**src/rtl/bus_pkg.sv**
```systemverilog
// Shared types and constants for the picorv32 native-bus decoder.
package bus_pkg;

    typedef enum logic [1:0] {
        IDLE   = 2'd0,
        ACTIVE = 2'd1,
        RESP   = 2'd2
    } state_t;

    typedef enum logic [1:0] {
        ERR_NONE     = 2'b00,
        ERR_UNMAPPED = 2'b01,
        ERR_TIMEOUT  = 2'b10
    } err_code_t;

    localparam logic [31:0] DEFAULT_ERR_RDATA = 32'hDEADBEEF;

    // Slave index width; a single-slave bus still carries a 1-bit index.
    function automatic int idx_width(input int n);
        return (n > 1) ? $clog2(n) : 1;
    endfunction

endpackage

```
**src/rtl/addr_match.sv**
```systemverilog
// Combinational base/mask window compare with lowest-index priority.
module addr_match
    import bus_pkg::*;
#(
    parameter int                        NUM_SLAVES = 4,
    parameter logic [32*NUM_SLAVES-1:0]  SLAVE_BASE = {32'h80000020, 32'h80000008, 32'h80000000, 32'h00000000},
    parameter logic [32*NUM_SLAVES-1:0]  SLAVE_MASK = {32'hFFFFFFFF, 32'hFFFFFFF8, 32'hFFFFFFFF, 32'hFFFE0000},
    parameter int                        IDX_W      = idx_width(NUM_SLAVES)
) (
    input  logic [31:0]      addr,
    output logic             hit,
    output logic [IDX_W-1:0] idx
);

    // Scanning downwards lets the lowest matching index overwrite the others.
    always_comb begin
        hit = 1'b0;
        idx = '0;
        for (int i = NUM_SLAVES - 1; i >= 0; i--) begin
            if ((addr & SLAVE_MASK[32*i +: 32]) == SLAVE_BASE[32*i +: 32]) begin
                hit = 1'b1;
                idx = IDX_W'(i);
            end
        end
    end

endmodule

```
**src/rtl/mem_bus_decoder.sv**
```systemverilog
// Registered address decoder and response mux for the picorv32 native bus,
// with unmapped completion, per-transaction timeout and a sticky error record.
module mem_bus_decoder
    import bus_pkg::*;
#(
    parameter int                        NUM_SLAVES     = 4,
    parameter logic [32*NUM_SLAVES-1:0]  SLAVE_BASE     = {32'h80000020, 32'h80000008, 32'h80000000, 32'h00000000},
    parameter logic [32*NUM_SLAVES-1:0]  SLAVE_MASK     = {32'hFFFFFFFF, 32'hFFFFFFF8, 32'hFFFFFFFF, 32'hFFFE0000},
    parameter int                        TIMEOUT_CYCLES = 16,
    parameter logic [31:0]               ERR_RDATA      = DEFAULT_ERR_RDATA
) (
    input  logic                     clk,
    input  logic                     reset,
    input  logic                     m_valid,
    input  logic [31:0]              m_addr,
    input  logic [31:0]              m_wdata,
    input  logic [3:0]               m_wstrb,
    output logic                     m_ready,
    output logic [31:0]              m_rdata,
    output logic [NUM_SLAVES-1:0]    s_sel,
    output logic [31:0]              s_addr,
    output logic [31:0]              s_wdata,
    output logic [3:0]               s_wstrb,
    input  logic [NUM_SLAVES-1:0]    s_ready,
    input  logic [32*NUM_SLAVES-1:0] s_rdata,
    output logic                     err_valid,
    output logic [1:0]               err_code,
    output logic [31:0]              err_addr,
    output logic [7:0]               err_count,
    input  logic                     err_clear
);

    localparam int               IDX_W    = idx_width(NUM_SLAVES);
    localparam int               CNT_W    = $clog2(TIMEOUT_CYCLES + 1);
    localparam logic [CNT_W-1:0] CNT_LAST = CNT_W'(TIMEOUT_CYCLES - 1);

    state_t           state_q, state_d;
    logic [IDX_W-1:0] sel_idx_q;
    logic [CNT_W-1:0] tcount_q;
    logic             match_hit;
    logic [IDX_W-1:0] match_idx;
    logic             ready_sel;
    logic [31:0]      slave_rdata;
    logic             err_event;
    err_code_t        err_new;
    logic [31:0]      err_new_addr;

    function automatic logic [NUM_SLAVES-1:0] onehot(input logic [IDX_W-1:0] idx);
        onehot      = '0;
        onehot[idx] = 1'b1;
    endfunction

    function automatic logic [7:0] sat_inc(input logic [7:0] v);
        return (v == 8'hFF) ? 8'hFF : v + 8'd1;
    endfunction

    addr_match #(
        .NUM_SLAVES (NUM_SLAVES),
        .SLAVE_BASE (SLAVE_BASE),
        .SLAVE_MASK (SLAVE_MASK),
        .IDX_W      (IDX_W)
    ) u_addr_match (
        .addr (m_addr),
        .hit  (match_hit),
        .idx  (match_idx)
    );

    // Only the selected slave's ready and data are ever looked at.
    assign ready_sel   = s_ready[sel_idx_q];
    assign slave_rdata = s_rdata[{sel_idx_q, 5'd0} +: 32];

    always_ff @(posedge clk) begin
        if (reset) begin
            state_q <= IDLE;
        end else begin
            state_q <= state_d;
        end
    end

    always_comb begin
        state_d      = state_q;
        m_ready      = 1'b0;
        err_event    = 1'b0;
        err_new      = ERR_NONE;
        err_new_addr = m_addr;
        case (state_q)
            IDLE: begin
                if (m_valid) begin
                    if (match_hit) begin
                        state_d = ACTIVE;
                    end else begin
                        state_d      = RESP;
                        err_event    = 1'b1;
                        err_new      = ERR_UNMAPPED;
                        err_new_addr = m_addr;
                    end
                end
            end
            ACTIVE: begin
                // A ready on the final allowed cycle beats the timeout.
                if (ready_sel) begin
                    state_d = RESP;
                end else if (tcount_q == CNT_LAST) begin
                    state_d      = RESP;
                    err_event    = 1'b1;
                    err_new      = ERR_TIMEOUT;
                    err_new_addr = s_addr;
                end
            end
            RESP: begin
                m_ready = 1'b1;
                state_d = IDLE;
            end
            default: state_d = IDLE;
        endcase
    end

    always_ff @(posedge clk) begin
        if (reset) begin
            s_sel     <= '0;
            s_addr    <= '0;
            s_wdata   <= '0;
            s_wstrb   <= '0;
            sel_idx_q <= '0;
            tcount_q  <= '0;
            m_rdata   <= '0;
        end else begin
            case (state_q)
                IDLE: begin
                    if (m_valid) begin
                        s_addr    <= m_addr;
                        s_wdata   <= m_wdata;
                        s_wstrb   <= m_wstrb;
                        sel_idx_q <= match_idx;
                        tcount_q  <= '0;
                        if (match_hit) begin
                            s_sel <= onehot(match_idx);
                        end else begin
                            m_rdata <= ERR_RDATA;
                        end
                    end
                end
                ACTIVE: begin
                    if (ready_sel) begin
                        m_rdata <= slave_rdata;
                        s_sel   <= '0;
                    end else if (tcount_q == CNT_LAST) begin
                        m_rdata <= ERR_RDATA;
                        s_sel   <= '0;
                    end else begin
                        tcount_q <= tcount_q + CNT_W'(1);
                    end
                end
                default: ;
            endcase
        end
    end

    // Count every error, but keep the details of the first one until cleared.
    always_ff @(posedge clk) begin
        if (reset) begin
            err_valid <= 1'b0;
            err_code  <= ERR_NONE;
            err_addr  <= '0;
            err_count <= '0;
        end else if (err_event) begin
            err_count <= err_clear ? 8'd1 : sat_inc(err_count);
            if (err_clear || !err_valid) begin
                err_valid <= 1'b1;
                err_code  <= err_new;
                err_addr  <= err_new_addr;
            end
        end else if (err_clear) begin
            err_valid <= 1'b0;
            err_code  <= ERR_NONE;
            err_addr  <= '0;
            err_count <= '0;
        end
    end

endmodule
```
**config.mk**
```make
export PLATFORM = sky130hd
export DESIGN_NAME = mem_bus_decoder
export DESIGN_NICKNAME = d
export VERILOG_FILES = /design/src/rtl/bus_pkg.sv /design/src/rtl/addr_match.sv /design/src/rtl/mem_bus_decoder.sv
export SDC_FILE = /design/constraint.sdc
export NUM_CORES = 1
export LEC_CHECK = 0
export ABC_AREA = 1
export CAP_MARGIN = 20
export CORE_AREA = 2 2 136 138
export CTS_CLUSTER_DIAMETER = 40
export DETAILED_ROUTE_END_ITERATION = 8
export DIE_AREA = 0 0 138 140
export GPL_ROUTABILITY_DRIVEN = 0
export PLACE_DENSITY = 0.81
export SLEW_MARGIN = 5
export SYNTH_ARGS = -nofsm -noshare
export SYNTH_HDL_FRONTEND = slang
export SYNTH_SLANG_ARGS = --single-unit
export TNS_END_PERCENT = 5
```
**constraint.sdc**
```tcl
create_clock -name clk -period 4.3 [get_ports clk]
set_input_delay 0.645 -clock clk [delete_from_list [all_inputs] [get_ports clk]]
set_output_delay 0.645 -clock clk [all_outputs]
set_load 0.01 [all_outputs]
```
# [After elaboration in Yosys (flattened, before gate mapping)]
# Cells that the tools add are included.
[word_totals] latchBits=0 output_inout_bits=148 romBits=0 n_memories=0 ramBits=0 wordCells=103 in_bits=204 register_bits=156
[classes] bitwise_logic=0 order_cmp=3 n_shift=1 n_mux=58 div=0 add_sub_neg=2 eq_ne=14 n_mul=0 reduce_logical=13
[op_table] op="2-to-1 mux 32 bit" count=10
[op_table] op="indexed part select 128 x 8 -> 32 bit" count=1
[op_table] op="equality test 32 bit, second input constant" count=2
[op_table] op="one-hot mux 32 bit (2 select lines)" count=1
[op_table] op="zero test 32 bit" count=1
[op_table] op="2-to-1 mux 8 bit" count=4
[op_table] op="equality test 29 bit, second input constant" count=1
[op_table] op="2-to-1 mux 2 bit" count=13
[op_table] op="2-to-1 mux 1 bit" count=16
[op_table] op="2-to-1 mux 4 bit" count=4
[op_table] op="2-to-1 mux 5 bit" count=3
[op_table] op="AND reduction 4 bit" count=3
[op_table] op="!= test 2 bit, second input constant" count=5
[op_table] op="one-hot mux 5 bit (2 select lines)" count=1
[op_table] op="adder 8 x 1 -> 8 bit, second input constant" count=1
[op_table] op="equality test 8 bit, second input constant" count=1
[op_table] op="one-hot mux 2 bit (2 select lines)" count=2
[op_table] op="one-hot mux 4 bit (2 select lines)" count=1
[op_table] op="< comparator 2 x 3 -> 1 bit, second input constant" count=2
[op_table] op="AND reduction 2 bit" count=3
[op_table] op="adder 5 x 1 -> 5 bit, second input constant" count=1
[op_table] op="equality test 5 x 4 -> 1 bit, second input constant" count=1
[op_table] op="nonzero test 2 bit" count=2
[op_table] op="!= test 3 bit, second input constant" count=1
[op_table] op="11 further kinds" count=11

# [Longest topological paths before layout]
# Gate-level depths: netlist of run 1.
[logic_depth] word_depth=12 depth_mapped=13

# [By module]
# Synthesis of run 1 repeated with hierarchy kept, for this count alone.
[hier_totals] cells_unflattened=1113 hier_area_um2=7403.4
[modules_own_cells] module="mem_bus_decoder" n_inst=1 cells_each=1058 area_per_inst_um2=7174.4 seq_area_each_um2=3123.0
[modules_own_cells] module="addr_match" n_inst=1 cells_each=55 area_per_inst_um2=229.0 seq_area_each_um2=0.0

# [Worst setup path after synthesis of run 1]
# OpenSTA, ideal clock, no wires.
[synth_path] kind="input port to flip-flop" from="input port m_addr[21]" to="register m_rdata[13]" cell_stages=11 arrival_ps=1779 slack_ps=2385 path_cell_list="nor2_1 > nand2_1 > nor2_1 > nand2_2 > nor2_1 > nor2_1 > nand2_1 > nand2_2 > buf_4 > a21oi_1 > nor3_1"
[synth_via] elab_chain_len=7 word_cells_on_any_way=10 classes_between="4 x eq/ne; 4 x mux; 2 x reduce/logical"
[synth_lines] item="from (decl)" line_no="mem_bus_decoder.sv:15" rtl="input logic [31:0] m_addr,"
[synth_lines] item="equality test 32 bit" line_no="addr_match.sv:20" rtl="if ((addr & SLAVE_MASK[32*i +: 32]) == SLAVE_BASE[32*i +: 32]) begin"
[synth_lines] item="2-to-1 mux 1 bit (3 in series)" line_no="addr_match.sv:20"
[synth_lines] item="2-to-1 mux 1 bit *" line_no="addr_match.sv:20"
[synth_lines] item="!= test 2 bit (no source line) *"
[synth_lines] item="AND reduction 4 bit (no source line) *"
[synth_lines] item="to (signal assigned)" line_no="mem_bus_decoder.sv:145" rtl="m_rdata <= slave_rdata;"
[synth_lines] item="to (decl)" line_no="mem_bus_decoder.sv:19" rtl="output logic [31:0] m_rdata,"
# Mark *: on every way between the ends. The rest lies on a longest branch, timed or not.
# A chain may end at the register's enable or synchronous reset.

# [Worst setup path in the final report of run 1]
[layout_path] from="register sel_idx_q[1]" to="register err_addr[13]"
[layout_via] elab_chain_len=6 word_cells_on_any_way=11 classes_between="1 x eq/ne; 8 x mux; 2 x reduce/logical"
[layout_lines] item="from (decl)" line_no="mem_bus_decoder.sv:38" rtl="logic [IDX_W-1:0] sel_idx_q;"
[layout_lines] item="from (signal assigned)" line_no="mem_bus_decoder.sv:134" rtl="sel_idx_q <= match_idx;"
[layout_lines] item="binary-select mux 1 bit (select 2 bit) *" line_no="mem_bus_decoder.sv:69" rtl="assign ready_sel = s_ready[sel_idx_q];"
[layout_lines] item="2-to-1 mux 1 bit (implied by the code) *" line_no="mem_bus_decoder.sv:69"
[layout_lines] item="2-to-1 mux 1 bit / 2-to-1 mux 32 bit (equally long branches)" line_no="mem_bus_decoder.sv:101" rtl="if (ready_sel) begin"
[layout_lines] item="one-hot mux 1 bit (2 select lines) / 2-to-1 mux 32 bit (equally long branches)"
[layout_lines] item="!= test 2 x 1 -> 1 bit (no source line) (tied with other cells)"
[layout_lines] item="AND reduction 2 bit (no source line) / 2-to-1 mux 32 bit (equally long branches)"
[layout_lines] item="to (signal assigned)" line_no="mem_bus_decoder.sv:171" rtl="err_addr <= err_new_addr;"
[layout_lines] item="to (decl)" line_no="mem_bus_decoder.sv:28" rtl="output logic [31:0] err_addr,"
# Mark *: on every way between the ends. The rest lies on a longest branch, timed or not. The select of a mux whose other input is x is not followed.

==> run summary, run 1 <==
Clk_skew: 0.01296 ns
Routed Antenna Nets: 0
Yosys warns: 0
Final hold viol count: 0
Die width: 138 um
Setup Fix Bufs, Post-CTS: 0
Sum of buffers and inverters on the critical path: 3
Vias in the first global route: 7,975
Gr ovfl total: 0
Data required, critical path: 4.62 ns
Initial antenna violation count: 3
DIE AREA: 19,320 sq um
Final worst slack: 1.434 ns
Largest cells by area after synthesis: dfxtp_1, nor2_1, o21ai_0
Seq cells post-synth: 156
Post-synth top cells: nor2_1, o21ai_0, dfxtp_1, nand2_1, nand3_1
Clk buf depth: 2
Port Buffers: 351
Slew Viols, Final: 0
CP startpoint kind: flip-flop
Root buffer selected by CTS: clkbuf_16
EDFF count, synth: 0
CTS tree: built
CP top delay family: buffers and inverters
Top-area cell type share of the netlist area: 0.4261
Crit path DAT: 3.19 ns
Register area share after synthesis: 0.4261
Crit-path cells: buf_4, inv_2, nand3_1, nand2_1, nand3_2, buf_4, nand3_2, nand2_4, nand2_1, a21oi_1
Setup violations, final: 0
Cts bufs inserted: 17
Crit Path Max Fanout: 65
Post-route clock period utilization: 0.6665
Min Clock Period, post-route: 2.866 ns
Final setup TNS: 0 ns
Relative slew margins: 0.3651
CTS clk-pin slew, worst paths: 0.06 ns
Most frequent cell after synthesis: nor2_1
Met1 Use GR: 0.3110
Unrepaired setup endpoints after global routing: no
IO Pins: 352
Fillers: 1,583
Worst path max stage delay: 0.48 ns
Peak supply drop: 272.4 uV
CTS resizes: 0
Row cnt: 49
Worst slew pin tran: 0.9524 ns
Via count: 8,385
Max_cap viols: 0
Routing usage on met3: 0.08342
Fmax: 0.3489 GHz
Setup WS pre-CTS: 1.132 ns
Final WL: 26.75 mm
DR vias/cell: 5.215
Worst skew pair latency: 0.42 ns
Layout net count: 1,571
Synth Flop Type: dfxtp_1
Syn Nets: 1,264
PwrDens: 334.4 nW/um^2
DR pass1 iterations: 5
Total power: 3.855 mW
Min-Delay Path Class: flip-flop to flip-flop
Fraction of layout cells with a size suffix above 1: 0.07195
DR DRC count: 0
First-pass GRT wire length: 41.80 mm
Gr usage total: 0.2671
Leading area contributor after synthesis: dfxtp_1
Avg Inst Size Synth: 6.934 sq um
Hold_buf cts: 0
Detailed Route Iter0 Violations: 479
Share of flip-flops with an asynchronous set or reset: 0
Initial Util: 0.4122
Area growth from synthesis to layout: 57.31%
Wirelength per Cell: 16.64 um
Static Leakage: 4.344 nW
Syn Std Cell Area: 7330 sq um
Largest net degree at the start of global routing: 74
CP max stage cell: buf_4
DP Wirelength: 19.03 mm
GR peak layer: met2
Status: complete, no violations
Count of cell types in the netlist: 29
CP Class: flip-flop to flip-flop
Sink Count: 156
Post-Syn Instances: 1,057
Met2 usage: 0.4437
CP endpoint kind: flip-flop
CORE AREA: 17,780 sq um
H-tree Lvls: 4
Die height: 140 um
[metrics by stage]
stage	hold slack [ns]	instance area (sq um)	util	std cells
final	0.4595	11530	0.6485	1608
after global routing	0.4699	11520	0.6482	1606
after CTS	0.4611	11520	0.6481	1605
after floorplan	0.4540	7330	-	1057
after global placement	0.4479	10870	0.6114	1573
after detailed placement	0.4511	10900	0.6129	1574
[state kept, by name, summed over array words and instances, names as in the netlist]
name	cells
state_q	2
s_wdata	32
tcount_q	5
err_addr	32
s_wstrb	4
s_sel	4
sel_idx_q	2
m_rdata	32
err_count	8
err_valid	1
err_code	2
s_addr	32
[layout make-up]
| type | instances | area (sq um) | area share |
|---|---|---|---|
| flip-flops and latches | 156 | 3124 | 0.2710 |
| clock buffers | 22 | 464.2 | 0.04026 |
| multi-input cells | 763 | 3633 | 0.3151 |
| well taps | 229 | 286.5 | 0.02485 |
| clock inverters | 9 | 160.2 | 0.01389 |
| inverters | 64 | 240.2 | 0.02084 |
| repair buffers | 362 | 3613 | 0.3134 |
| diodes | 3 | 7.507 | 0.0006511 |
[cell usage in the layout, fill, tap and decap left out, types with 24 or more instances in the layout]
master	n
nand2_1	93
dfxtp_1	155
nand2_2	24
a21oi_1	65
inv_1	58
o21ai_0	164
clkdlybuf4s50_1	350
nor2_1	232
nand3_1	75
nor3_1	31
o22ai_1	28
[worst register-to-register path: cells and delay by family, from the launching register on]
| kind | cells | cell delay (ns) |
|---|---|---|
| buffers and inverters | 3 | 1.17 |
| DFF | 1 | 0.31 |
| and+or+nand+nor | 6 | 1.13 |
| AOI/OAI and AO/OA | 1 | 0.17 |
[metal layers]
metal  up-vias  wire length (um)
met1      3794             10130
met2       391             12810
li1       4131                 -
met5         -                 0
met3        69              2615
met4         0              1193
[worst paths after layout]
kind,start,to,slack (ns),cells after the start
max,sel_idx_q[1],err_addr[13],1.43,10
min,err_addr[18],err_addr[18],0.46,2
max reg2reg,sel_idx_q[1],err_addr[13],1.43,10
min reg2reg,err_addr[18],err_addr[18],0.46,2
[logic make-up after synthesis]
logic type | after synthesis | share of synthesized area
and+or+nand+nor | 469 | 0.2757
AOI/OAI and AO/OA | 291 | 0.2149
adders and majority gates | 3 | 0.005122
DFF | 156 | 0.4261
buffers and inverters | 138 | 0.07818
[report_power, final]
| group | internal (mW) | total, mW | switching (mW) |
|---|---|---|---|
| Combinational | 0.378 | 0.671 | 0.293 |
| Sequential | 1.53 | 1.57 | 0.0465 |
| Clock | 1.00 | 1.61 | 0.605 |
| Total | 2.91 | 3.86 | 0.944 |
Note: power is estimated with default switching activity, not from simulation.
==> inputs of run 2 (changes only) <==
--- a/config.mk
+++ b/config.mk
@@ -7,12 +7,12 @@
 export LEC_CHECK = 0
 export ABC_AREA = 1
 export CAP_MARGIN = 20
-export CORE_AREA = 2 2 136 138
+export CORE_AREA = 2 2 144 146
 export CTS_CLUSTER_DIAMETER = 40
 export DETAILED_ROUTE_END_ITERATION = 8
-export DIE_AREA = 0 0 138 140
+export DIE_AREA = 0 0 146 148
 export GPL_ROUTABILITY_DRIVEN = 0
-export PLACE_DENSITY = 0.81
+export PLACE_DENSITY = 0.76
 export SLEW_MARGIN = 5
 export SYNTH_ARGS = -nofsm -noshare
 export SYNTH_HDL_FRONTEND = slang
==> constraint.sdc (replaced) <==
create_clock -name clk -period 2.31 [get_ports clk]
set_input_delay 0.3465 -clock clk [delete_from_list [all_inputs] [get_ports clk]]
set_output_delay 0.3465 -clock clk [all_outputs]
set_load 0.01 [all_outputs]
==> run 2 against run 1 <==
  * Combinational power up 95%
  * Largest cell class is now non-clock buffers
  * Setup slack worse by 1.2 ns
  * Final cell count is 4.9% higher
  * Wire length grew 2.2%
  * Clock-buffer cell count down 4
  * Via count barely moved
  * Sequential share of layout area decreased by 0.82 points
==> run summary, run 2 (same netlist as run 1, synthesis figures left out) <==
Status: complete, no violations
Cts bufs inserted: 17 (unchanged)
DP Wirelength: 19.98 mm (+4.9%)
CP max stage cell: dfxtp_1
CP top delay family: simple AND/OR/NAND/NOR gates
Final worst slack: 0.2777 ns (-1.156 ns)
Placement Cell Area: 11,310 sq um (+3.8%)
CP endpoint: tcount_q[2]
Crit-path cells: ha_1, inv_1, nor3_1, ha_1, inv_1, nand3_1, inv_1, nor2_1, inv_1, nand3_1, nand2_1, nor2_1
Min-Delay Path Class: input port to flip-flop
IO Pins: 352 (unchanged)
Vias in the first global route: 7,989 (+0.18%)
Setup Fix Bufs, Post-CTS: 0 (unchanged)
Hold_buf cts: 0 (unchanged)
Utilization of the core after routing: 0.5934 (-0.05508)
Setup violations, final: 0 (unchanged)
Gr ovfl total: 0 (unchanged)
Die height: 148 um (+5.7%)
Fmax: 0.4920 GHz (+41%)
Max_cap viols: 0 (unchanged)
Internal power: 5.134 mW (+76%)
H-tree Lvls: 4 (unchanged)
Static Leakage: 4.540 nW (+4.5%)
Relative slew margins: 0.5874 (+0.2223)
CTS clk-pin slew, worst paths: 0.07 ns (about the same)
Row cnt: 52 (+6.1%)
DIE AREA: 21,610 sq um (+12%)
Most common cell after layout, fill and taps aside: clkdlybuf4s50_1
Post-route cell area: 11,890 sq um (+3.1%)
Setup WS pre-CTS: -0.07238 ns (-1.205 ns)
Commonest cells after routing, fill and taps aside: clkdlybuf4s50_1, nor2_1, o21ai_0
CP startpoint kind: flip-flop
Final hold viol count: 0 (unchanged)
Initial antenna violation count: 3 (unchanged)
Sink Count: 156 (unchanged)
DR vias/cell: 4.974 (-4.6%)
Gr usage total: 0.2416 (-0.02553)
CORE AREA: 20,040 sq um (+13%)
Area growth from synthesis to layout: 62.24%
DR DRC count: 0 (unchanged)
Sum of buffers and inverters on the critical path: 4 (+1)
Most frequent CP cell: inv_1
Post-route clock period utilization: 0.8798 (+0.2133)
Initial Util: 0.3658 (-0.04649)
PwrDens: 587.3 nW/um^2 (+76%)
R2r startpoint: tcount_q[0]
Comb pwr share: 0.188 (+0.014)
RR Endpoint: tcount_q[2]
Clk buf depth: 2 (unchanged)
Worst skew pair latency: 0.42 ns (about the same)
Worst path max stage delay: 0.39 ns (-0.09 ns)
R2R Setup Slk: 0.28 ns (-1.16 ns)
CTS tree: built
Root buffer selected by CTS: clkbuf_16
Number of cells on the critical path: 12 (+2)
Worst Reg-to-Reg Cells: 12 (+2)
Fraction of layout cells with a size suffix above 1: 0.09901 (+0.02706)
Clk_skew: 0.009835 ns (-0.003125 ns)
Detailed Route Iter0 Violations: 320 (-33%)
Via count: 8,391 (+0.072%)
Clock power frac: 0.393 (-0.025)
Crit Path Max Fanout: 7 (-89%)
DR pass1 iterations: 4 (-1)
Final setup TNS: 0 ns (unchanged)
Port Buffers: 351 (unchanged)
Dpl cells: 1,653 (+5.0%)
Peak supply drop: 480.2 uV (+76%)
Crit path launch: tcount_q[0]
Net Sw Frac: 0.2649 (+0.01993)
Layout net count: 1,609 (+2.4%)
Seq pwr share: 0.420 (+0.012)
Data required, critical path: 2.67 ns (-1.95 ns)
Final WL: 27.33 mm (+2.2%)
Min Clock Period, post-route: 2.032 ns (-0.8335 ns)
Wirelength per Cell: 16.20 um (-2.6%)
Die width: 146 um (+5.8%)
Largest net degree at the start of global routing: 73 (-1.4%)
First-pass GRT wire length: 42.14 mm (+0.81%)
Worst slew pin tran: 0.6189 ns (-0.3335 ns)
Unrepaired setup endpoints after global routing: no
NetSw: 1.850 mW (+96%)
CP endpoint kind: flip-flop
Crit path DAT: 2.39 ns (-0.80 ns)
Finished Layout Cells: 1,687 (+4.9%)
Routed Antenna Nets: 0 (unchanged)
CTS resizes: 0 (unchanged)
Slew Viols, Final: 0 (unchanged)
CP Class: flip-flop to flip-flop
## run 2: changes by cell type in the layout (fill, tap and decap cells not counted), sizes merged
cell	change
buf	+38
bufinv	-3
clkbuf	-4
clkinv	+3
clkinvlp	-1
inv	+5
## run 2: worst min path at each step
stage / startpoint / endpoint / cells past startpoint
after global placement: err_addr[12] / err_addr[12] / 2
after detailed placement: err_addr[16] / err_addr[16] / 2
after global routing: reset / err_addr[2] / 3
final: reset / err_addr[5] / 3
after CTS: reset / m_rdata[22] / 3
after floorplan: tcount_q[0] / tcount_q[0] / 1
## run 2: area by class of cell
cell class | count | area [sq um]
Fill cell | 1796 | 8148
Timing Repair Buffer | 400 | 3979
Multi-Input combinational cell | 763 | 3633
Sequential cell | 156 | 3124
Clock buffer | 18 | 439.2
Tap cell | 270 | 337.8
Inverter | 64 | 240.2
Clock inverter | 13 | 130.1
Antenna cell | 3 | 7.507
## run 2: power groups by stage
stage                     logic [mW]  clock network (mW)  registers (mW)
after floorplan                0.404                   0            3.05
after global placement          1.29                   0            2.98
after detailed placement        1.31                   0            2.99
after CTS                       1.32                2.80            2.93
after global routing            1.42                2.91            2.95
final                           1.31                2.74            2.93
## run 2: per-stage QoR
step / hold slack [ns] / power (mW)
finish: 0.4319 / 6.984
global placement: 0.4457 / 4.278
detailed placement: 0.4496 / 4.298
CTS: 0.4402 / 7.045
global route: 0.4380 / 7.271
floorplan: 0.4540 / 3.457
## run 2: per-layer routing
| layer | vias up | part of all wire | GRT usage |
|---|---|---|---|
| met3 | 47 | 0.071 | 0.06605 |
| met5 | - | 0 | 0 |
| met1 | 3868 | 0.41 | 0.2869 |
| li1 | 4210 | - | - |
| met2 | 266 | 0.49 | 0.4142 |
| met4 | 0 | 0.030 | 0.09951 |
## run 2: worst register-to-register path, stage by stage, from the launching register on
cell	delay [ns]
dfxtp_1	0.39
ha_1	0.19
inv_1	0.05
nor3_1	0.15
ha_1	0.24
inv_1	0.06
nand3_1	0.10
inv_1	0.09
nor2_1	0.33
inv_1	0.15
nand3_1	0.10
nand2_1	0.06
nor2_1	0.08
==> inputs of run 3 (changes only) <==
==> constraint.sdc (replaced) <==
create_clock -name clk -period 2.31 [get_ports clk]
set_input_delay 0.462 -clock clk [delete_from_list [all_inputs] [get_ports clk]]
set_output_delay 0.462 -clock clk [all_outputs]
set_load 0.01 [all_outputs]
==> run 3 against run 2 <==
  * Clock skew about the same
  * Final area up 1.4%
  * Non-clock buffer count up 12
  * Power up 4.2%
  * Flip-flop and latch count unchanged
  * Sequential power about the same
  * Global-route usage up 0.22 points
  * Worst hold slack better by 0.033 ns
  * Clock-buffer cell count down 1
  * Setup slack worse by 0.053 ns
  * Final cell count up 0.71%
  * Largest cell class unchanged
  * Highest routed layer unchanged
==> run summary, run 3 (same netlist as run 1, synthesis figures left out) <==
Cts bufs inserted: 17 (unchanged)
Wirelength per Cell: 15.93 um (-1.7%)
WL met3: 2.332 mm (+20%)
Setup WS pre-CTS: -0.1739 ns (-0.1015 ns)
Layout net count: 1,621 (+0.75%)
Placement Cell Area: 11,420 sq um (+0.91%)
Peak supply drop: 457.6 uV (-4.7%)
PwrDens: 603.6 nW/um^2 (+2.8%)
Crit Path Max Fanout: 4 (-3)
Final worst slack: 0.2249 ns (-0.05273 ns)
Gr ovfl total: 0 (unchanged)
CP Class: flip-flop to primary output
Worst skew pair latency: 0.42 ns (about the same)
CTS tree: built
Max_cap viols: 0 (unchanged)
CP endpoint kind: primary output
Initial antenna violation count: 2 (-1)
Status: complete, no violations
R2R Setup Slk: 0.30 ns (+0.02 ns)
Routed wl met2: 13.29 mm (-1.4%)
CORE AREA: 20,040 sq um (unchanged)
DRT met1 WL: 10.54 mm (-4.8%)
Clk_skew: 0.009697 ns (-0.0001385 ns)
Unrepaired setup endpoints after global routing: no
Setup violations, final: 0 (unchanged)
Crit path DAT: 1.62 ns (-0.77 ns)
Gr usage total: 0.2438 (+0.002192)
Slew Viols, Final: 0 (unchanged)
Initial Util: 0.3658 (unchanged)
Relative slew margins: 0.5882 (+0.0007950)
Data required, critical path: 1.85 ns (-0.82 ns)
Max Used Layer: met4
Post-route cell area: 12,060 sq um (+1.4%)
Fraction of layout cells with a size suffix above 1: 0.1072 (+0.008208)
DP Wirelength: 19.97 mm (about the same)
DIE AREA: 21,610 sq um (unchanged)
Commonest cells after routing, fill and taps aside: clkdlybuf4s50_1, nor2_1, o21ai_0
CTS clk-pin slew, worst paths: 0.07 ns (about the same)
Min-Delay Path Class: flip-flop to flip-flop
Vias in the first global route: 8,080 (+1.1%)
Port Buffers: 351 (unchanged)
R2r startpoint: tcount_q[0]
IO Pins: 352 (unchanged)
Post-route clock period utilization: 0.9026 (+0.02283)
Via count: 8,515 (+1.5%)
Hold path startpoint: err_addr[22]
Most common cell after layout, fill and taps aside: clkdlybuf4s50_1
CP startpoint kind: flip-flop
Row cnt: 52 (unchanged)
DR pass1 iterations: 5 (+1)
Worst path max stage delay: 0.61 ns (+0.22 ns)
Fmax: 0.4796 GHz (-2.5%)
Die height: 148 um (unchanged)
Root buffer selected by CTS: clkbuf_16
CP max stage cell: clkdlybuf4s50_1
Die width: 146 um (unchanged)
DR vias/cell: 5.012 (+0.76%)
Largest net degree at the start of global routing: 73 (unchanged)
Sink Count: 156 (unchanged)
Static Leakage: 4.631 nW (+2.0%)
Detailed Route Iter0 Violations: 431 (+35%)
Routed Antenna Nets: 0 (unchanged)
Min Clock Period, post-route: 2.085 ns (+0.05273 ns)
Setup Fix Bufs, Post-CTS: 0 (unchanged)
H-tree Lvls: 4 (unchanged)
DR DRC count: 0 (unchanged)
Final hold viol count: 0 (unchanged)
Crit path launch: state_q[1]
Clk buf depth: 2 (unchanged)
Final WL: 27.06 mm (-0.97%)
Area growth from synthesis to layout: 64.58%
Worst slew pin tran: 0.6177 ns (-0.001192 ns)
Crit-path cells: inv_1, nor2_1, clkdlybuf4s50_1
First-pass GRT wire length: 42.68 mm (+1.3%)
## run 3: metal layers
metal,track usage,up-vias
li1,-,4230
met1,0.2842,3898
met2,0.4182,334
met3,0.07716,53
met4,0.09660,0
met5,0,-
## run 3: critical path, delay by kind of cell (launching register included)
| family | cells | cell delay, ns |
|---|---|---|
| simple gates | 1 | 0.10 |
| buf+inv | 2 | 0.69 |
| flops | 1 | 0.42 |
## run 3: final cells by class
cell class / instances / area [sq um]
clock inverters: 15 / 210.2
multi-input cells: 763 / 3638
fillers: 1881 / 7976
well taps: 270 / 337.8
clock buffers: 17 / 425.4
flip-flops and latches: 156 / 3124
inverters: 64 / 240.2
repair buffers: 412 / 4081
diodes: 2 / 5.005
## run 3: power by group
| group | switching (mW) | internal, mW |
|---|---|---|
| Combinational | 0.561 | 0.764 |
| Sequential | 0.0866 | 2.84 |
| Clock | 1.19 | 1.83 |
| Total | 1.84 | 5.44 |
## run 3: metrics by stage
step	total power, mW	util	cells	setup TNS [ns]	hold WS, ns
finish	7.281	0.6020	1699	0	0.4645
global route	7.576	0.6020	1699	0	0.4789
CTS	7.346	0.6015	1697	0	0.4676
detailed placement	4.310	0.5697	1665	-9.621	0.4565
global placement	4.291	0.5697	1665	-5.448	0.4452
floorplan	3.457	-	1057	0	0.4540
## run 3: what timing repair did
| action | 4_1_cts | 5_1_grt |
|---|---|---|
| hold buffers | 0 | 0 |
| endpoints found under the setup margin | 0 | 1 |
| gates resized for setup | 0 | 1 |
| endpoints found under the hold margin | 0 | 0 |
## run 3: path summary, 6_finish.rpt
path	to	cells past startpoint
worst max-delay path	m_ready	3
worst min register to register	err_addr[22]	2
worst min-delay path	err_addr[22]	2
worst max register to register	s_sel[1]	13
==> variant, RTL diff (config.mk and constraints of run 2) <==
`TIMEOUT_CYCLES`: 16 -> 32.
--- a/src/rtl/mem_bus_decoder.sv
+++ b/src/rtl/mem_bus_decoder.sv
@@ -8,3 +8,3 @@
     parameter logic [32*NUM_SLAVES-1:0]  SLAVE_MASK     = {32'hFFFFFFFF, 32'hFFFFFFF8, 32'hFFFFFFFF, 32'hFFFE0000},
-    parameter int                        TIMEOUT_CYCLES = 16,
+    parameter int                        TIMEOUT_CYCLES = 32,
     parameter logic [31:0]               ERR_RDATA      = DEFAULT_ERR_RDATA
Function: same outputs for any inputs over 4 cycles, from zero or initial values and one cycle with reset high; that may be too few to reach the edited logic, so the function may still have changed.
==> variant against run 2 <==
- sequential cell count increased by 1
- design area about the same
- cell count decreased by 0.89%
- non-clock buffer count decreased by 15
- worst setup slack improved by 0.032 ns
- area after synthesis increased by 1.4%
- global-route usage decreased by 0.30 points
- sequential share of layout area increased by 0.15 points
- synthesized cell count increased by 0.28%
- clock skew about the same
- routed wire length decreased by 4.0%
- total power increased by 5.3%
- critical endpoint is now m_ready
- largest power group is now the clock network
==> variant: results (changes against run 2) <==
p_clk_mw: 3.12  # +14%
hold_depth: 2  # -1
comb_power_share_pct: 17.6  # -1.2 points
dp_hpwl_um: 19550  # -2.2%
synth_cell_types: 33  # +14%
crit_family: "buffers and inverters"
grt_pass1_vias: 8168  # +2.2%
vias: 8416  # +0.30%
grt_pass1_wl_um: 41720  # -1.0%
whs_ns: 0.2947  # -0.1372 ns
drive_above_1_share_pct: 9.843  # -0.058 points
slew_headroom_pct: 52.66  # -6.1 points
synth_compound_area_share_pct: 21.29  # -0.20 points
antenna_found_initial: 0  # -3
synth_xor_xnor_area_share_pct: 0.2356  # +0.24 points
worst_path_largest_cell_delay_ns: 0.65  # +0.26 ns
status: "completed"
wl_met1_um: 10060  # -9.2%
track_usage_pct: 23.86  # -0.30 points
wl_per_cell_um: 15.70  # -3.1%
irDropWorstVdd_mv: 0.5089  # +6.0%
yosysTopAreaCellShare_pct: 42.28  # -0.33 points
fin_worst_skew_ns: 0.009444  # -0.0003909 ns
yosysSeqAreaShare_pct: 42.28  # -0.33 points
nNetsFinal: 1596  # -0.81%
worstPathArrival_ns: 1.65  # -0.74 ns
grt_max_degree: 65  # -11%
wl_met2_um: 13370  # -0.88%
dr.pass1.iters: 5  # +1
placed_cell_area_um2: 11250  # -0.60%
startpoint: "state_q[1]$_SDFFE_PP0P_"
yosysWarnings: 0  # unchanged
cp_slowest_cell: "clkdlybuf4s50_1"
met1_usage_pct: 26.56  # -2.1 points
wl_met3_um: 1948  # -0.10%
synth_area_leaders: "dfxtp_1 42%, nor2_1 11%, o21ai_0 11%"
r2r_slack_ns: 0.36  # +0.08 ns
syn_nets: 1266  # +0.16%
antenna_cells: 0  # -3
grt.met3_usage_pct: 6.235  # -0.37 points
synth_top_flop_cell: "dfxtp_1"
path_clk_slew_ns: 0.07  # about the same
synthAdderAreaFrac_pct: 0.3366  # -0.18 points
grt_util_met2_pct: 43.23  # +1.8 points
clkPwrFrac_pct: 42.4  # +3.1 points
p_int_mw: 5.554  # +8.2%
==> variant: area by class of cell <==
cell class                 instances  area, um^2  area share (%)
clock buffer                      19       442.9           3.722
clock inverter                    12       209.0           1.756
inverter                          63       236.5           1.987
tap                              270       337.8           2.839
multi-input combinational        766        3700           31.09
sequential                       157        3144           26.42
timing repair buffer             385        3829           32.18
==> variant: path summary, 6_finish.rpt <==
kind / to
worst min register to register: err_addr[31]$_SDFFE_PP0P_
worst min-delay path: m_rdata[14]$_SDFFE_PP0P_
worst max register to register: tcount_q[5]$_SDFFE_PP0P_
worst max-delay path: m_ready
==> variant: stage by stage <==
stage | setup WS [ns] | cells | util [%]
6_report | 0.3096 | 1672 | 59.38
5_1_grt | 0.1433 | 1672 | 59.38
4_1_cts | 0.2780 | 1672 | 59.38
3_5_place_dp | -0.009296 | 1641 | 56.13
3_3_place_gp | 0.05951 | 1641 | 56.13
2_1_floorplan | 0.6175 | 1060 | -
